`src/rtl/rst_seq_pkg.sv`:
```
// Shared types and helpers for the reset sequencer: the sequencer state
// encoding and a width helper for its internal counters.
package rst_seq_pkg;

  typedef enum logic [1:0] {
    HOLD    = 2'd0,
    RELEASE = 2'd1,
    RUN     = 2'd2
  } state_t;

  // Bits needed to hold the values 0..n-1; never less than one bit.
  function automatic int clog2(input int n);
    int w;
    w = 1;
    while ((1 << w) < n) w++;
    return w;
  endfunction

endpackage

```
`src/rtl/rst_seq_ctrl_sat_counter.sv`:
```
// Saturating up-counter with synchronous clear and count enable.
// Clear has priority over enable; the count sticks at all-ones.
module sat_counter #(
  parameter int WIDTH = 8
) (
  input  logic             clk,
  input  logic             i_clr,
  input  logic             i_en,
  output logic [WIDTH-1:0] o_cnt
);

  logic [WIDTH-1:0] r_cnt;

  // Clear, count, or hold at the saturation value.
  always_ff @(posedge clk) begin
    if (i_clr) begin
      r_cnt <= '0;
    end else if (i_en && (r_cnt != {WIDTH{1'b1}})) begin
      r_cnt <= r_cnt + 1'b1;
    end
  end

  assign o_cnt = r_cnt;

endmodule

```
`src/rtl/rst_seq_ctrl.sv`:
```
// Reset sequencer and run monitor.
// Holds all reset domains for HOLD_CYCLES after the system reset drops,
// releases them one by one (bit 0 first) every STAGE_GAP cycles, then counts
// run cycles. soft_rst_req re-runs the whole sequence from HOLD.
// Optional feature macro: RST_SEQ_WDOG_EN adds a heartbeat watchdog that
// re-enters HOLD after WDOG_CYCLES heartbeat-free cycles in RUN. Without it
// heartbeat is ignored and wdog_fire stays low.
module rst_seq_ctrl
  import rst_seq_pkg::*;
#(
  parameter int CHANNELS    = 4,
  parameter int HOLD_CYCLES = 5,
  parameter int STAGE_GAP   = 2,
  parameter int CNT_W       = 32,
  parameter int WDOG_CYCLES = 1000
) (
  input  logic                clk,
  input  logic                rst,
  input  logic                soft_rst_req,
  input  logic                heartbeat,
  output logic [CHANNELS-1:0] rst_out,
  output logic                all_released,
  output logic [CNT_W-1:0]    cycle_cnt,
  output logic                wdog_fire
);

  localparam int HOLD_W = clog2(HOLD_CYCLES);
  localparam int GAP_W  = clog2(STAGE_GAP);
  localparam int IDX_W  = clog2(CHANNELS);

  localparam logic [HOLD_W-1:0]   HOLD_LAST = HOLD_W'(HOLD_CYCLES - 1);
  localparam logic [GAP_W-1:0]    GAP_LAST  = GAP_W'(STAGE_GAP - 1);
  localparam logic [IDX_W-1:0]    IDX_LAST  = IDX_W'(CHANNELS - 1);
  localparam logic [IDX_W-1:0]    IDX_FIRST = IDX_W'(1);
  localparam logic [CHANNELS-1:0] CH_ONE    = CHANNELS'(1);

  state_t              r_state;
  logic [HOLD_W-1:0]   r_hold_cnt;
  logic [GAP_W-1:0]    r_gap_cnt;
  logic [IDX_W-1:0]    r_idx;
  logic [CHANNELS-1:0] r_rst_out;
  logic                r_all_rel;

  state_t              w_state_nxt;
  logic [HOLD_W-1:0]   w_hold_nxt;
  logic [GAP_W-1:0]    w_gap_nxt;
  logic [IDX_W-1:0]    w_idx_nxt;
  logic [CHANNELS-1:0] w_rst_out_nxt;
  logic                w_all_rel_nxt;

  logic                w_wdog_expire;
  logic                w_go_hold;
  logic                w_in_run;

  assign w_in_run = (r_state == RUN);

`ifdef RST_SEQ_WDOG_EN
  localparam int WDOG_W = clog2(WDOG_CYCLES);
  localparam logic [WDOG_W-1:0] WDOG_LAST = WDOG_W'(WDOG_CYCLES - 1);

  logic [WDOG_W-1:0] w_wdog_cnt;
  logic              r_wdog_fire;

  // Heartbeat-free cycle count; only advances in RUN and restarts on any
  // heartbeat or when the sequence is restarted.
  sat_counter #(
    .WIDTH (WDOG_W)
  ) u_wdog_cnt (
    .clk   (clk),
    .i_clr (rst | w_go_hold | ~w_in_run | heartbeat),
    .i_en  (1'b1),
    .o_cnt (w_wdog_cnt)
  );

  assign w_wdog_expire = w_in_run && !heartbeat && (w_wdog_cnt == WDOG_LAST);

  // One-cycle pulse registered at the same edge that re-enters HOLD.
  always_ff @(posedge clk) begin
    if (rst) begin
      r_wdog_fire <= 1'b0;
    end else begin
      r_wdog_fire <= w_wdog_expire;
    end
  end

  assign wdog_fire = r_wdog_fire;
`else
  logic w_unused_heartbeat;

  assign w_unused_heartbeat = heartbeat;
  assign w_wdog_expire      = 1'b0;
  assign wdog_fire          = 1'b0;
`endif

  // A watchdog expiry and a soft request both restart the sequence; both may
  // coincide, which still produces a single HOLD entry.
  assign w_go_hold = soft_rst_req | w_wdog_expire;

  // Next-state and next-output logic for the HOLD/RELEASE/RUN sequencer.
  always_comb begin
    w_state_nxt   = r_state;
    w_hold_nxt    = r_hold_cnt;
    w_gap_nxt     = r_gap_cnt;
    w_idx_nxt     = r_idx;
    w_rst_out_nxt = r_rst_out;
    w_all_rel_nxt = r_all_rel;

    if (w_go_hold) begin
      w_state_nxt   = HOLD;
      w_hold_nxt    = '0;
      w_gap_nxt     = '0;
      w_idx_nxt     = '0;
      w_rst_out_nxt = '1;
      w_all_rel_nxt = 1'b0;
    end else begin
      case (r_state)
        HOLD: begin
          w_hold_nxt = r_hold_cnt + 1'b1;
          if (r_hold_cnt == HOLD_LAST) begin
            w_hold_nxt       = '0;
            w_rst_out_nxt[0] = 1'b0;
            if (CHANNELS == 1) begin
              w_state_nxt   = RUN;
              w_all_rel_nxt = 1'b1;
            end else begin
              w_state_nxt = RELEASE;
              w_gap_nxt   = '0;
              w_idx_nxt   = IDX_FIRST;
            end
          end
        end

        RELEASE: begin
          w_gap_nxt = r_gap_cnt + 1'b1;
          if (r_gap_cnt == GAP_LAST) begin
            w_gap_nxt     = '0;
            w_idx_nxt     = r_idx + 1'b1;
            w_rst_out_nxt = r_rst_out & ~(CH_ONE << r_idx);
            if (r_idx == IDX_LAST) begin
              w_state_nxt   = RUN;
              w_all_rel_nxt = 1'b1;
            end
          end
        end

        RUN: begin
          w_state_nxt = RUN;
        end

        default: begin
          w_state_nxt   = HOLD;
          w_hold_nxt    = '0;
          w_gap_nxt     = '0;
          w_idx_nxt     = '0;
          w_rst_out_nxt = '1;
          w_all_rel_nxt = 1'b0;
        end
      endcase
    end
  end

  // Sequencer state and registered outputs; system reset forces HOLD.
  always_ff @(posedge clk) begin
    if (rst) begin
      r_state    <= HOLD;
      r_hold_cnt <= '0;
      r_gap_cnt  <= '0;
      r_idx      <= '0;
      r_rst_out  <= '1;
      r_all_rel  <= 1'b0;
    end else begin
      r_state    <= w_state_nxt;
      r_hold_cnt <= w_hold_nxt;
      r_gap_cnt  <= w_gap_nxt;
      r_idx      <= w_idx_nxt;
      r_rst_out  <= w_rst_out_nxt;
      r_all_rel  <= w_all_rel_nxt;
    end
  end

  // Run-cycle counter: counts while in RUN, zeroed on every restart.
  sat_counter #(
    .WIDTH (CNT_W)
  ) u_cycle_cnt (
    .clk   (clk),
    .i_clr (rst | w_go_hold),
    .i_en  (w_in_run),
    .o_cnt (cycle_cnt)
  );

  assign rst_out      = r_rst_out;
  assign all_released = r_all_rel;

endmodule

```
`config.mk`:
```
export PLATFORM = sky130hd
export DESIGN_NAME = rst_seq_ctrl
export DESIGN_NICKNAME = d
export VERILOG_FILES = /design/src/rtl/rst_seq_pkg.sv /design/src/rtl/rst_seq_ctrl_sat_counter.sv /design/src/rtl/rst_seq_ctrl.sv
export SDC_FILE = /design/constraint.sdc
export NUM_CORES = 1
export LEC_CHECK = 0
export BUFFER_PORTS_ARGS = -buffer_cell sky130_fd_sc_hd__buf_2
export CAP_MARGIN = 30
export CORE_MARGIN = 2
export CORE_UTILIZATION = 51
export DETAILED_ROUTE_END_ITERATION = 6
export PLACE_DENSITY_LB_ADDON = 0.2
export SETUP_SLACK_MARGIN = 0.4
export SLEW_MARGIN = 0
export SYNTH_ARGS = -nofsm -noshare
export SYNTH_HDL_FRONTEND = slang
export SYNTH_HIERARCHICAL = 1
export SYNTH_SLANG_ARGS = --single-unit
```
`constraint.sdc`:
```
create_clock -name clk -period 5.6 [get_ports clk]
set_input_delay 0.28 -clock clk [delete_from_list [all_inputs] [get_ports clk]]
set_output_delay 0.28 -clock clk [all_outputs]
set_load 0.02 [all_outputs]
```
==> results.py <==
metrics = {
    "timing": {
        "rsz0062_at_grt": "false",
        "fin_skew_ns": 0.00620,
        "slew_viol_final": 0,
        "slew_headroom": 0.579,
        "tightest_slew_ns": 0.627,
        "tns_ns": 0,
        "fmax_mhz": 343,
        "fin_hold_ws_ns": 0.236,
        "hold_viol_final": 0,
        "setup_violations": 0,
        "finalCritPeriodShare": 0.521,
        "fin_crit_ns": 2.92,
    },
    "detailed_routing": {
        "vias": 2196,
        "routedWlPerCell_um": 13.6,
        "routed_wl_um": 5050,
        "firstDrtPassIters": 4,
        "via_per_inst": 5.92,
        "drc_errors": 0,
        "postRouteAntennaNets": 0,
        "drtIter0Drc": 86,
    },
    "setup_path": {
        "r2r-start": "r_state[0]$_SDFFE_PP0P_",
        "reg2reg_slack_ns": 2.68,
        "crit_chain": "inv_1 -> ha_1 -> nand4_1 -> nor4_2 -> nand4_1 -> nor4_1 -> mux2_2",
        "ff2ff_path_depth": 7,
        "critPathTopFamily": "simple AND/OR/NAND/NOR gates",
        "path_buf_inv": 1,
        "cpPeakStageDelay_ns": 0.63,
        "arrival_ns": 3.10,
        "startpoint": "r_state[0]$_SDFFE_PP0P_",
        "cp-end-kind": "register",
        "cp.required_ns": 5.79,
        "critPathKind": "register to register",
        "cp-start-kind": "register",
        "cp_max_fo": 15,
        "cpMaxStageDelayCell": "nor4_2",
        "crit_top_cell": "nand4_1",
        "r2r-end": "u_cycle_cnt/o_cnt[31]$_SDFFE_PP0P_",
    },
    "hold_path": {
        "hold_path.class": "input pin to register",
        "hold_end": "rst_out[0]$_SDFFE_PP1P_",
        "min-delay-start": "rst",
        "min_path_cells": 3,
    },
    "flow_run": {
        "cap_violations": 0,
    },
    "global_route": {
        "grt_max_degree": 44,
        "grt.overflow.total": 0,
        "grtUsageTotal": 0.199,
        "grt_pass1_wl_um": 8380,
        "grt_antenna_before_repair": 0,
        "grt_pass1_vias": 1862,
    },
    "final_layout": {
        "drive_gt1_frac": 0.189,
        "area_growth_pct": 13.0,
        "nets": 332,
        "final_area_um2": 2730,
        "diodes": 0,
    },
    "yosys": {
        "synth-edff-count": 0,
        "synthArstFlopShare": 0,
        "ys.warnings.count": 6,
        "yosys_register_bits": 45,
        "synth_top_area_cell": "dfxtp_1",
        "synthFlopType": "dfxtp_1",
        "syn_nets": 297,
        "synth_top_area_frac": 0.373,
        "ys_seq_area_frac": 0.373,
        "yosys.cell_types.count": 49,
        "synth.most_common_cell": "dfxtp_1",
        "synthTopCellsByCount": "dfxtp_1 (45), a21oi_1 (30), nand3_1 (19), nor2_1 (17), nand2_1 (15)",
        "syn_inst": 282,
        "synthTopCellsByArea": "dfxtp_1 (37%), a21oi_1 (6.2%), ha_1 (5.7%), o31ai_1 (4.4%), or4_1 (4.0%)",
        "avgSynthCellArea_um2": 8.55,
        "syn-cell-area_um2": 2410,
    },
    "clock_tree": {
        "numClockSinks": 45,
        "ctsHoldBuffers": 0,
        "cts_setup_buffers": 0,
        "htree_levels": 2,
        "path_clk_slew_ns": 0.08,
        "cts_buffers": 5,
        "root_buffer": "clkbuf_8",
        "cts_buffer_depth": 2,
        "cts_tree": "yes",
        "cts.repair.resized": 0,
        "clock_latency_ns": 0.30,
    },
    "floorplanning": {
        "dieArea_um2": 5300,
        "ios": 42,
        "core_um2": 4630,
        "die_h_um": 72.8,
        "start_util": 0.521,
        "std_cell_rows": 25,
        "die_w_um": 72.8,
    },
    "placement": {
        "place_area_um2": 2640,
        "place_congestion": 0.807,
        "io_buffers": 39,
        "hpwl_um": 3540,
    },
    "power_and_ir_drop": {
        "power.density_nw_per_um2": 195,
        "vdd_drop_max_v": 0.000112,
        "leakage_nw": 0.924,
    },
    "run_status": {
        "outcome": "finished, final reports clean",
    },
}
## final cells by class
type | instances | area, µm²
fillers | 431 | 1900
multi-input cells | 214 | 1420
flip-flops and latches | 45 | 901
repair buffers | 41 | 210
clock buffers | 7 | 86.3
well taps | 54 | 67.6
inverters | 10 | 37.5
## cell families (layout without fill, tap and decap cells)
| family | after synthesis | after routing | synth area share |
|---|---|---|---|
| buffers and inverters | 23 | 58 | 0.0389 |
| multiplexers | 3 | 3 | 0.0135 |
| flip-flops | 45 | 45 | 0.373 |
| adder cells (fa/ha/maj) | 11 | 11 | 0.0571 |
| AND/OR/NAND/NOR | 118 | 118 | 0.288 |
| AO/OA/AOI/OAI | 74 | 74 | 0.202 |
| other | 1 | 1 | 0.00155 |
| XOR/XNOR | 7 | 7 | 0.0254 |
## where the power goes
part | internal, mW | switching [mW]
combinational | 0.00323 | 0.00857
sequential | 0.320 | 0.000712
clock | 0.0979 | 0.102
total | 0.422 | 0.111
## worst max-delay path by stage
stage | end | slack, ns | cells past startpoint
2_1_floorplan | u_cycle_cnt/o_cnt[30]$_SDFFE_PP0P_ | 3.34 | 6
3_3_place_gp | u_cycle_cnt/o_cnt[31]$_SDFFE_PP0P_ | 2.76 | 7
3_5_place_dp | u_cycle_cnt/o_cnt[31]$_SDFFE_PP0P_ | 2.73 | 7
4_1_cts | u_cycle_cnt/o_cnt[31]$_SDFFE_PP0P_ | 2.71 | 7
5_1_grt | u_cycle_cnt/o_cnt[31]$_SDFFE_PP0P_ | 2.48 | 7
6_report | u_cycle_cnt/o_cnt[31]$_SDFFE_PP0P_ | 2.68 | 7
## placed cells by master, fill, tap and decap left out, types with 2 or more instances in the layout
master     netlist  layout
dfxtp_1         45      45
buf_2            3      39
a21oi_1         30      30
nand3_1         19      19
nor2_1          17      17
nand2_1         15      15
o31ai_1         14      14
or4_1           13      13
o21ai_0         12      12
or3_1           12      12
ha_1            11      11
inv_1           10      10
nand4_1         10      10
clkbuf_8         0       6
xnor2_1          6       6
nor3b_1          4       4
a21o_1           4       4
nor4_1           5       4
and4_1           4       4
nor2b_1          3       3
a2111oi_0        3       3
and3_1           3       3
nand2b_1         2       2
a21bo_2          2       2
buf_4            1       2
nor4_2           1       2
nor3_1           2       2
## per-layer routing
metal	track usage	wire [µm]
met2	0.320	2370
met1	0.262	2420
met3	0.0331	169
met4	0.0864	92
met5	0	0
## per-stage QoR
step	util	std cells	power [mW]	setup WS [ns]
2_1_floorplan	-	282	0.338	3.34
3_5_place_dp	0.570	364	0.340	2.73
4_1_cts	0.589	371	0.542	2.71
6_report	0.589	371	0.532	2.68
5_1_grt	0.589	371	0.554	2.48
3_3_place_gp	0.570	364	0.340	2.76
## registers in the layout, summed over array words and instances (netlist names)
register	count
rst_out	4
r_state	2
r_idx	2
r_hold_cnt	3
all_released	1
u_cycle_cnt/o_cnt	32
r_gap_cnt	1
## tightest hold or removal path, stage by stage
cell	delay (ns)
buf_2	0.08
nor2_1	0.06
o311ai_1	0.08
(Power assumes the default switching activity.)
